===== src/rtl/cam_mono_packer.sv =====
// cam_mono_packer
// Converts a stream of RGB565 camera pixels into a 1-bit-per-pixel monochrome
// image and writes it into a frame buffer as packed words.
// Each pixel is reduced to 8-bit luma, compared against a threshold, and then
// shifted into a WORD_W-bit pack register. Completed words go out on a simple
// always-accept synchronous write port. Frames whose pixel count is not
// H_ACTIVE*V_ACTIVE are flagged as erroneous.
//
// Ports:
//   PCLK_cam     camera pixel clock; this is the only clock
//   rst_n        asynchronous active-low reset
//   pixel_data   RGB565 pixel {R[15:11], G[10:5], B[4:0]}
//   pixel_valid  pixel_data is valid this cycle
//   frame_done   one-cycle end-of-frame pulse
//   thresh       luma threshold; a pixel is set when luma >= thresh
//   wr_en        frame-buffer write strobe, one cycle per word
//   wr_addr      word address of the write
//   wr_data      packed bits; bit 0 is the earliest pixel of the word
//   frame_ready  one-cycle pulse after the last word of a frame has been issued
//   frame_err    qualified by frame_ready; 1 means a wrong pixel count
module cam_mono_packer #(
  parameter int H_ACTIVE = 640,
  parameter int V_ACTIVE = 480,
  parameter int WORD_W   = 16,
  parameter int ADDR_W   = 15
) (
  input  logic              PCLK_cam,
  input  logic              rst_n,
  input  logic [15:0]       pixel_data,
  input  logic              pixel_valid,
  input  logic              frame_done,
  input  logic [7:0]        thresh,
  output logic              wr_en,
  output logic [ADDR_W-1:0] wr_addr,
  output logic [WORD_W-1:0] wr_data,
  output logic              frame_ready,
  output logic              frame_err
);

  localparam int TOTAL = H_ACTIVE * V_ACTIVE;
  localparam int CNT_W = $clog2(TOTAL + 2);
  localparam int IDX_W = $clog2(WORD_W);
  localparam logic [CNT_W-1:0] TOTAL_C  = CNT_W'(TOTAL);
  localparam logic [IDX_W-1:0] LAST_IDX = IDX_W'(WORD_W - 1);

  typedef enum logic [1:0] {WAIT_SYNC, CAPTURE, FLUSH} state_t;

  state_t            state_reg, state_next;
  logic [1:0]        step_reg, step_next;
  logic              done_pend_reg, done_pend_next;
  logic              accept;
  logic              flush_word;
  logic              ready_pulse;
  logic              frame_clear;

  logic [CNT_W-1:0]  pix_cnt_reg;
  logic              s1_valid_reg;
  logic              s1_bit_reg;
  logic [WORD_W-1:0] pack_reg;
  logic [WORD_W-1:0] pack_next;
  logic [IDX_W-1:0]  idx_reg;
  // One bit wider than the address so that the count after the final word
  // of a full frame is representable.
  logic [ADDR_W:0]   word_cnt_reg;

  // ---------------------------------------------------------------------------
  // Luma: expand the components to 8 bits, then sum = 2R + 5G + B (max 2040).
  // ---------------------------------------------------------------------------
  logic [7:0]  r8, g8, b8;
  logic [10:0] sum;
  logic        pix_bit;

  assign r8  = {pixel_data[15:11], pixel_data[15:13]};
  assign g8  = {pixel_data[10:5],  pixel_data[10:9]};
  assign b8  = {pixel_data[4:0],   pixel_data[4:2]};
  assign sum = ({3'b000, r8} << 1) + ({3'b000, g8} << 2) + {3'b000, g8} + {3'b000, b8};

  // Y = sum[10:3]. The test Y >= thresh is the same as sum >= 8*thresh, so
  // the comparison works on the full sum and the truncation is implicit.
  assign pix_bit = (sum >= {thresh, 3'b000});

  // A pixel counts only while capturing. Pixels in WAIT_SYNC and FLUSH are
  // discarded.
  assign accept = pixel_valid && (state_reg == CAPTURE);

  // ---------------------------------------------------------------------------
  // Frame-control FSM
  // FLUSH step 0: the last pixel drains through the pack stage.
  // FLUSH step 1: emit the partial word if one is pending, otherwise end the frame.
  // FLUSH step 2: end the frame after the partial write.
  // ---------------------------------------------------------------------------
  always_ff @(posedge PCLK_cam or negedge rst_n) begin
    if (!rst_n) begin
      state_reg     <= WAIT_SYNC;
      step_reg      <= 2'd0;
      done_pend_reg <= 1'b0;
    end else begin
      state_reg     <= state_next;
      step_reg      <= step_next;
      done_pend_reg <= done_pend_next;
    end
  end

  always_comb begin
    state_next     = state_reg;
    step_next      = step_reg;
    done_pend_next = done_pend_reg;
    flush_word     = 1'b0;
    ready_pulse    = 1'b0;
    frame_clear    = 1'b0;
    case (state_reg)
      WAIT_SYNC: begin
        if (frame_done) begin
          state_next  = CAPTURE;
          frame_clear = 1'b1;
        end
      end
      CAPTURE: begin
        if (frame_done) begin
          state_next = FLUSH;
          step_next  = 2'd0;
        end
      end
      FLUSH: begin
        // A frame_done that arrives during a flush is remembered. It closes
        // an empty frame as soon as this flush completes.
        if (frame_done) begin
          done_pend_next = 1'b1;
        end
        case (step_reg)
          2'd0: step_next = 2'd1;
          2'd1: begin
            if (idx_reg != '0) begin
              flush_word = 1'b1;
              step_next  = 2'd2;
            end else begin
              ready_pulse = 1'b1;
            end
          end
          default: ready_pulse = 1'b1;
        endcase
        if (ready_pulse) begin
          frame_clear = 1'b1;
          step_next   = 2'd0;
          if (done_pend_reg || frame_done) begin
            state_next     = FLUSH;
            done_pend_next = 1'b0;
          end else begin
            state_next = CAPTURE;
          end
        end
      end
      default: state_next = WAIT_SYNC;
    endcase
  end

  // ---------------------------------------------------------------------------
  // Pixel counter. It saturates one past a full frame, so an overlong frame
  // stays distinguishable from an exact one.
  // ---------------------------------------------------------------------------
  always_ff @(posedge PCLK_cam or negedge rst_n) begin
    if (!rst_n) begin
      pix_cnt_reg <= '0;
    end else if (frame_clear) begin
      pix_cnt_reg <= '0;
    end else if (accept && (pix_cnt_reg <= TOTAL_C)) begin
      pix_cnt_reg <= pix_cnt_reg + 1'b1;
    end
  end

  // Stage 1: thresholded bit. Pixels beyond a full frame never reach the
  // packer, so the address cannot run past the frame.
  always_ff @(posedge PCLK_cam or negedge rst_n) begin
    if (!rst_n) begin
      s1_valid_reg <= 1'b0;
      s1_bit_reg   <= 1'b0;
    end else begin
      s1_valid_reg <= accept && (pix_cnt_reg < TOTAL_C);
      s1_bit_reg   <= pix_bit;
    end
  end

  // Place the incoming bit at the current index. All other bits are kept.
  generate
    for (genvar gi = 0; gi < WORD_W; gi++) begin : g_pack
      assign pack_next[gi] = (idx_reg == IDX_W'(gi)) ? s1_bit_reg : pack_reg[gi];
    end
  endgenerate

  // ---------------------------------------------------------------------------
  // Stage 2: pack register and write port
  // ---------------------------------------------------------------------------
  always_ff @(posedge PCLK_cam or negedge rst_n) begin
    if (!rst_n) begin
      pack_reg     <= '0;
      idx_reg      <= '0;
      word_cnt_reg <= '0;
      wr_en        <= 1'b0;
      wr_addr      <= '0;
      wr_data      <= '0;
      frame_ready  <= 1'b0;
      frame_err    <= 1'b0;
    end else begin
      wr_en       <= 1'b0;
      frame_ready <= 1'b0;
      frame_err   <= 1'b0;
      if (s1_valid_reg) begin
        if (idx_reg == LAST_IDX) begin
          wr_data      <= pack_next;
          wr_en        <= 1'b1;
          wr_addr      <= word_cnt_reg[ADDR_W-1:0];
          word_cnt_reg <= word_cnt_reg + 1'b1;
          pack_reg     <= '0;
          idx_reg      <= '0;
        end else begin
          pack_reg <= pack_next;
          idx_reg  <= idx_reg + 1'b1;
        end
      end else if (flush_word) begin
        // The pack register is cleared after every word, so the unused high
        // bits of a partial word are already zero.
        wr_data      <= pack_reg;
        wr_en        <= 1'b1;
        wr_addr      <= word_cnt_reg[ADDR_W-1:0];
        word_cnt_reg <= word_cnt_reg + 1'b1;
        pack_reg     <= '0;
        idx_reg      <= '0;
      end
      if (frame_clear) begin
        word_cnt_reg <= '0;
        wr_addr      <= '0;
      end
      if (ready_pulse) begin
        frame_ready <= 1'b1;
        frame_err   <= (pix_cnt_reg != TOTAL_C);
      end
    end
  end

endmodule


===== config.mk =====
export PLATFORM = sky130hd
export DESIGN_NAME = cam_mono_packer
export DESIGN_NICKNAME = d
export VERILOG_FILES = /design/src/rtl/cam_mono_packer.sv
export SDC_FILE = /design/constraint.sdc
export NUM_CORES = 1
export LEC_CHECK = 0
export ABC_AREA = 1
export CAP_MARGIN = 30
export CORE_UTILIZATION = 44
export DETAILED_ROUTE_END_ITERATION = 12
export PLACE_DENSITY = 0.7
export REMOVE_ABC_BUFFERS = 1
export SYNTH_ARGS = -nofsm -noshare
export SYNTH_HDL_FRONTEND = slang
export SYNTH_SLANG_ARGS = --single-unit

===== constraint.sdc =====
create_clock -name PCLK_cam -period 1.79 [get_ports PCLK_cam]
set_clock_uncertainty 0.2 [all_clocks]
set_input_delay 0.179 -clock PCLK_cam [delete_from_list [all_inputs] [get_ports PCLK_cam]]
set_output_delay 0.179 -clock PCLK_cam [all_outputs]
set_load 0.1 [all_outputs]

==> summary by stage <==
Status
The flow ran to the end, but the final reports show violations. The checks that failed: setup timing.

Worst setup path
The worst setup path is captured at a register. Counting both buffers and inverters, the worst setup path holds a total of 3. The critical path is of the primary input to register type. The reg2reg setup slack is -0.01 ns. The data arrival time of the critical path is 3.04 ns. In this run the worst setup path begins at pixel_data[5]. STA classifies the critical path startpoint as a primary input.

The kind of cell with the highest combined delay on the critical path is adder cells. The startpoint of the worst-slack reg-to-reg timing path is idx_reg[2]$_DFFE_PN0P_. The slowest stage of the critical path is the sky130_fd_sc_hd__fa_1 cell. The largest stage delay on the critical path is 0.52 ns. The critical path goes through buf_6 > inv_4 > fa_1 > inv_1 > fa_1 > ha_2 > fa_2 > nand3_2 > nand3_2 > nand2_1 > nand2_1 > a21oi_2 > xnor2_1 > ha_1 > and3_1 > nand3b_1 > o2111ai_1. The endpoint identified for the worst register-to-register timing path is wr_data[8]$_DFFE_PN0P_. The timing endpoint of the critical path is s1_bit_reg$_DFF_PN0_. Of all nets on the critical path, the largest fanout is 3.

The critical path crosses 17 cells after its start point. For the worst setup path, the data required time is 1.81 ns. The number of cell instances on the worst register-to-register path is 7.

Finish
The share of final-layout standard cells stronger than drive strength 1 is 26.8%. The register with the most flip-flops in the layout has 19 of them. After the last flow step, the layout net total stands at 959. The utilization of the core after routing is 63.2%. Compared with the post-synthesis result, the final layout area differs by 40.2%. The area of all placed cells without fillers is 8370 um^2. The count of antenna diodes in the layout is 0.

CTS
Clock-pin slew was measured on the worst setup and hold paths at 0.07 ns. The number of buffers created by CTS is 9. The H-tree was split into 3 levels. TritonCTS built the clock tree. The cell at the root of the clock tree is sky130_fd_sc_hd__clkbuf_16. The longest clock path from root to sink contains 2 buffers. Clock tree synthesis found a total of 95 sinks.

The worst-skew pair later-pin latency is 0.35 ns.

Floorplan
In this run the vertical extent of the chip is 118 um. The total die area is 14,000 um^2. Row generation in the floorplan step produced 42 rows.

The total core area is 13,200 um^2. The initial utilization of the core area, before any placement, comes to 45.1%. The die is 118 um wide.

The number of top-level pins is 62.

Drt
Using the TritonRoute via totals, the vias-per-cell ratio works out to 5.09. The detailed-route wire length is 14,500 um. The number of nets with antenna violations after detailed routing is 0.

After detailed routing, the average wire length per cell comes to 13.6 um. The first-pass iteration count of the detailed router is 5. The violation count after the first detailed-route iteration is 304. In the routed design, unresolved DRC markers number 0. The count of vias placed by the detailed router is 5,447.

STA
The max-slew violation count is 0. The total setup violations reported at the end of the flow is 3. Setup total negative slack on the finished layout was measured at -1.26 ns. The time the worst path needs with I/O delays and setup is 3.02 ns. At the pin with the least slew margin, the transition time is 0.702 ns.

The fraction of the cycle the final worst path needs is 169%. The number of failing hold endpoints at the final stage is 0. The minimum setup slack in the final design is -1.23 ns. In this run the tightest slew margin relative to its limit is 53.2%. Across all hold checks on the routed design, the worst slack comes to 0.0821 ns. For this run, the top clock speed supported by timing is 0.331 GHz. Setup repair after global routing could not meet its margin everywhere.

GRT
After global routing the overflow that remains totals 0. Entering global routing, the biggest net connects 42 pins. The via count of the first global-routing pass was 5,172.

For this run, the total global-route usage over all layers was measured as 20.8%. The wire length of the first global-routing pass is 23,900 um. The initial antenna violation count is 0.

Power
The worst-case vdd ir drop is 703 uV. The reported leakage power is 3.93 nW. The cell area power density is 1280 nW/um^2.

Synth
Synthesis inferred 95 register bits. The synthesized instance count is 769. The post-synthesis instance area is 5970 um^2. The portion of the post-synthesis area used by sequential elements is 39.8%. For this run, the number of Yosys warnings is 0. The number of different library cells used by synthesis comes to 37. After synthesis, the mean cell area works out to 7.76 um^2.

Place
The cell area after placement is 7430 um^2. After legalization and detailed placement, the total HPWL measured 9650 um. Port buffering added 61 buffers. The congestion estimate from routability-driven global placement came to 0.872. The worst slack after detailed placement is -2.19 ns.

Min path
The class of the tightest hold or removal check is primary input to asynchronous set/reset pin.

Flow run
The number of maximum-capacitance violations is 0.
[worst min-delay path by stage]
stage,cells after the start,endpoint,startpoint,slack (ns)
global placement,1,wr_data[6]$_DFFE_PN0P_,rst_n,-0.09
finish,2,wr_data[4]$_DFFE_PN0P_,rst_n,0.08
detailed placement,1,wr_data[6]$_DFFE_PN0P_,rst_n,-0.08
global route,2,wr_data[4]$_DFFE_PN0P_,rst_n,0.12
CTS,2,wr_data[6]$_DFFE_PN0P_,rst_n,0.09
floorplan,0,done_pend_reg$_DFFE_PN0P_,rst_n,-0.32
[synthesized netlist by cell type]
cell type,count,share of area (%)
sky130_fd_sc_hd__nand2_1,225,14
sky130_fd_sc_hd__dfrtp_1,95,40
sky130_fd_sc_hd__inv_1,88,5.5
sky130_fd_sc_hd__nor2_1,74,4.7
sky130_fd_sc_hd__nand3_1,48,4.0
sky130_fd_sc_hd__a21oi_1,45,3.8
sky130_fd_sc_hd__o21ai_0,29,2.4
sky130_fd_sc_hd__ha_1,28,5.9
sky130_fd_sc_hd__nand4_1,19,2.0
sky130_fd_sc_hd__o22ai_1,17,1.8
sky130_fd_sc_hd__xor2_1,15,2.2
sky130_fd_sc_hd__fa_1,14,4.7
sky130_fd_sc_hd__buf_6,8,1.5
sky130_fd_sc_hd__o211ai_1,8,1.0
sky130_fd_sc_hd__o21ai_1,8,0.67
sky130_fd_sc_hd__buf_2,6,0.50
sky130_fd_sc_hd__buf_4,5,0.63
sky130_fd_sc_hd__nand2_2,5,0.52
sky130_fd_sc_hd__clkbuf_1,3,0.19
sky130_fd_sc_hd__inv_2,3,0.19
sky130_fd_sc_hd__nand3_2,3,0.50
sky130_fd_sc_hd__and3_1,2,0.21
sky130_fd_sc_hd__inv_4,2,0.21
sky130_fd_sc_hd__nand2_4,2,0.38
sky130_fd_sc_hd__nand3b_1,2,0.25
sky130_fd_sc_hd__nor3_1,2,0.17
sky130_fd_sc_hd__or2_2,2,0.21
sky130_fd_sc_hd__xnor2_1,2,0.29
sky130_fd_sc_hd__nand3_4,1,0.29
sky130_fd_sc_hd__nand4_2,1,0.21
sky130_fd_sc_hd__nor2_2,1,0.10
sky130_fd_sc_hd__nor2_4,1,0.19
sky130_fd_sc_hd__nor2_8,1,0.34
sky130_fd_sc_hd__nor4_1,1,0.10
sky130_fd_sc_hd__o2111ai_1,1,0.15
sky130_fd_sc_hd__o21a_1,1,0.13
sky130_fd_sc_hd__o31ai_1,1,0.13
[report_power, final]
| part | leakage [nW] | internal (W) | switching [W] | total, W |
|---|---|---|---|---|
| Sequential | 1.30 | 0.00251 | 0.000439 | 0.00295 |
| Combinational | 2.50 | 0.00238 | 0.00356 | 0.00594 |
| Clock | 0.131 | 0.000984 | 0.000856 | 0.00184 |
[stage by stage]
step	total power, W	cells
floorplan	0.00587	747
global route	0.0114	1070
global placement	0.00773	1037
detailed placement	0.00783	1037
finish	0.0107	1070
CTS	0.0100	1064
[repair_timing]
item                                   in CTS  in global routing
cloned                                      1                  2
resized for setup                          66                122
setup buffers                               9                  7
setup endpoints to repair                  47                 79
hold buffers                                1                  0
pin swaps                                  29                 60
endpoints found under the hold margin      95                  0
[layer usage]
layer	up-vias	track usage [%]	routed length [um]	part of all wire (%)
met1	2586	27.5	6540	45
met5	-	0	0	0
met4	0	7.75	328	2.3
met2	109	34.5	7200	50
li1	2730	-	-	-
met3	22	3.04	444	3.1
[area by class of cell]
| type | count | area [um^2] |
|---|---|---|
| fill | 1107 | 4870 |
| timing repair buffer | 130 | 1580 |
| clock buffer | 10 | 239 |
| clock inverter | 6 | 45.0 |
| multi-input combinational | 559 | 3500 |
| timing repair inverter | 1 | 16.3 |
| inverter | 93 | 388 |
| sequential | 95 | 2380 |
| tap | 176 | 220 |
[kinds of logic after synthesis]
family,Yosys count,synth area share [%]
AND/OR/NAND/NOR,390,28.3
buffers and inverters,115,8.76
AO/OA/AOI/OAI,110,10.1
flip-flops,95,39.8
adder cells (fa/ha/maj),42,10.6
XOR/XNOR,17,2.49
[cells in the final DEF (no fill, tap or decap), types with 13 or more instances in the layout]
cell                              Yosys  layout
sky130_fd_sc_hd__nand2_1            225     208
sky130_fd_sc_hd__dfrtp_1             95      92
sky130_fd_sc_hd__inv_1               88      72
sky130_fd_sc_hd__nor2_1              74      67
sky130_fd_sc_hd__buf_4                5      52
sky130_fd_sc_hd__nand3_1             48      43
sky130_fd_sc_hd__buf_12               0      41
sky130_fd_sc_hd__a21oi_1             45      40
sky130_fd_sc_hd__nand4_1             19      19
sky130_fd_sc_hd__o21ai_1              8      18
sky130_fd_sc_hd__inv_2                3      17
sky130_fd_sc_hd__nand2_2              5      16
sky130_fd_sc_hd__ha_1                28      16
sky130_fd_sc_hd__xor2_1              15      15
sky130_fd_sc_hd__clkdlybuf4s50_1      0      14
sky130_fd_sc_hd__o22ai_2              0      13
Note: power is estimated with default switching activity, not from simulation.
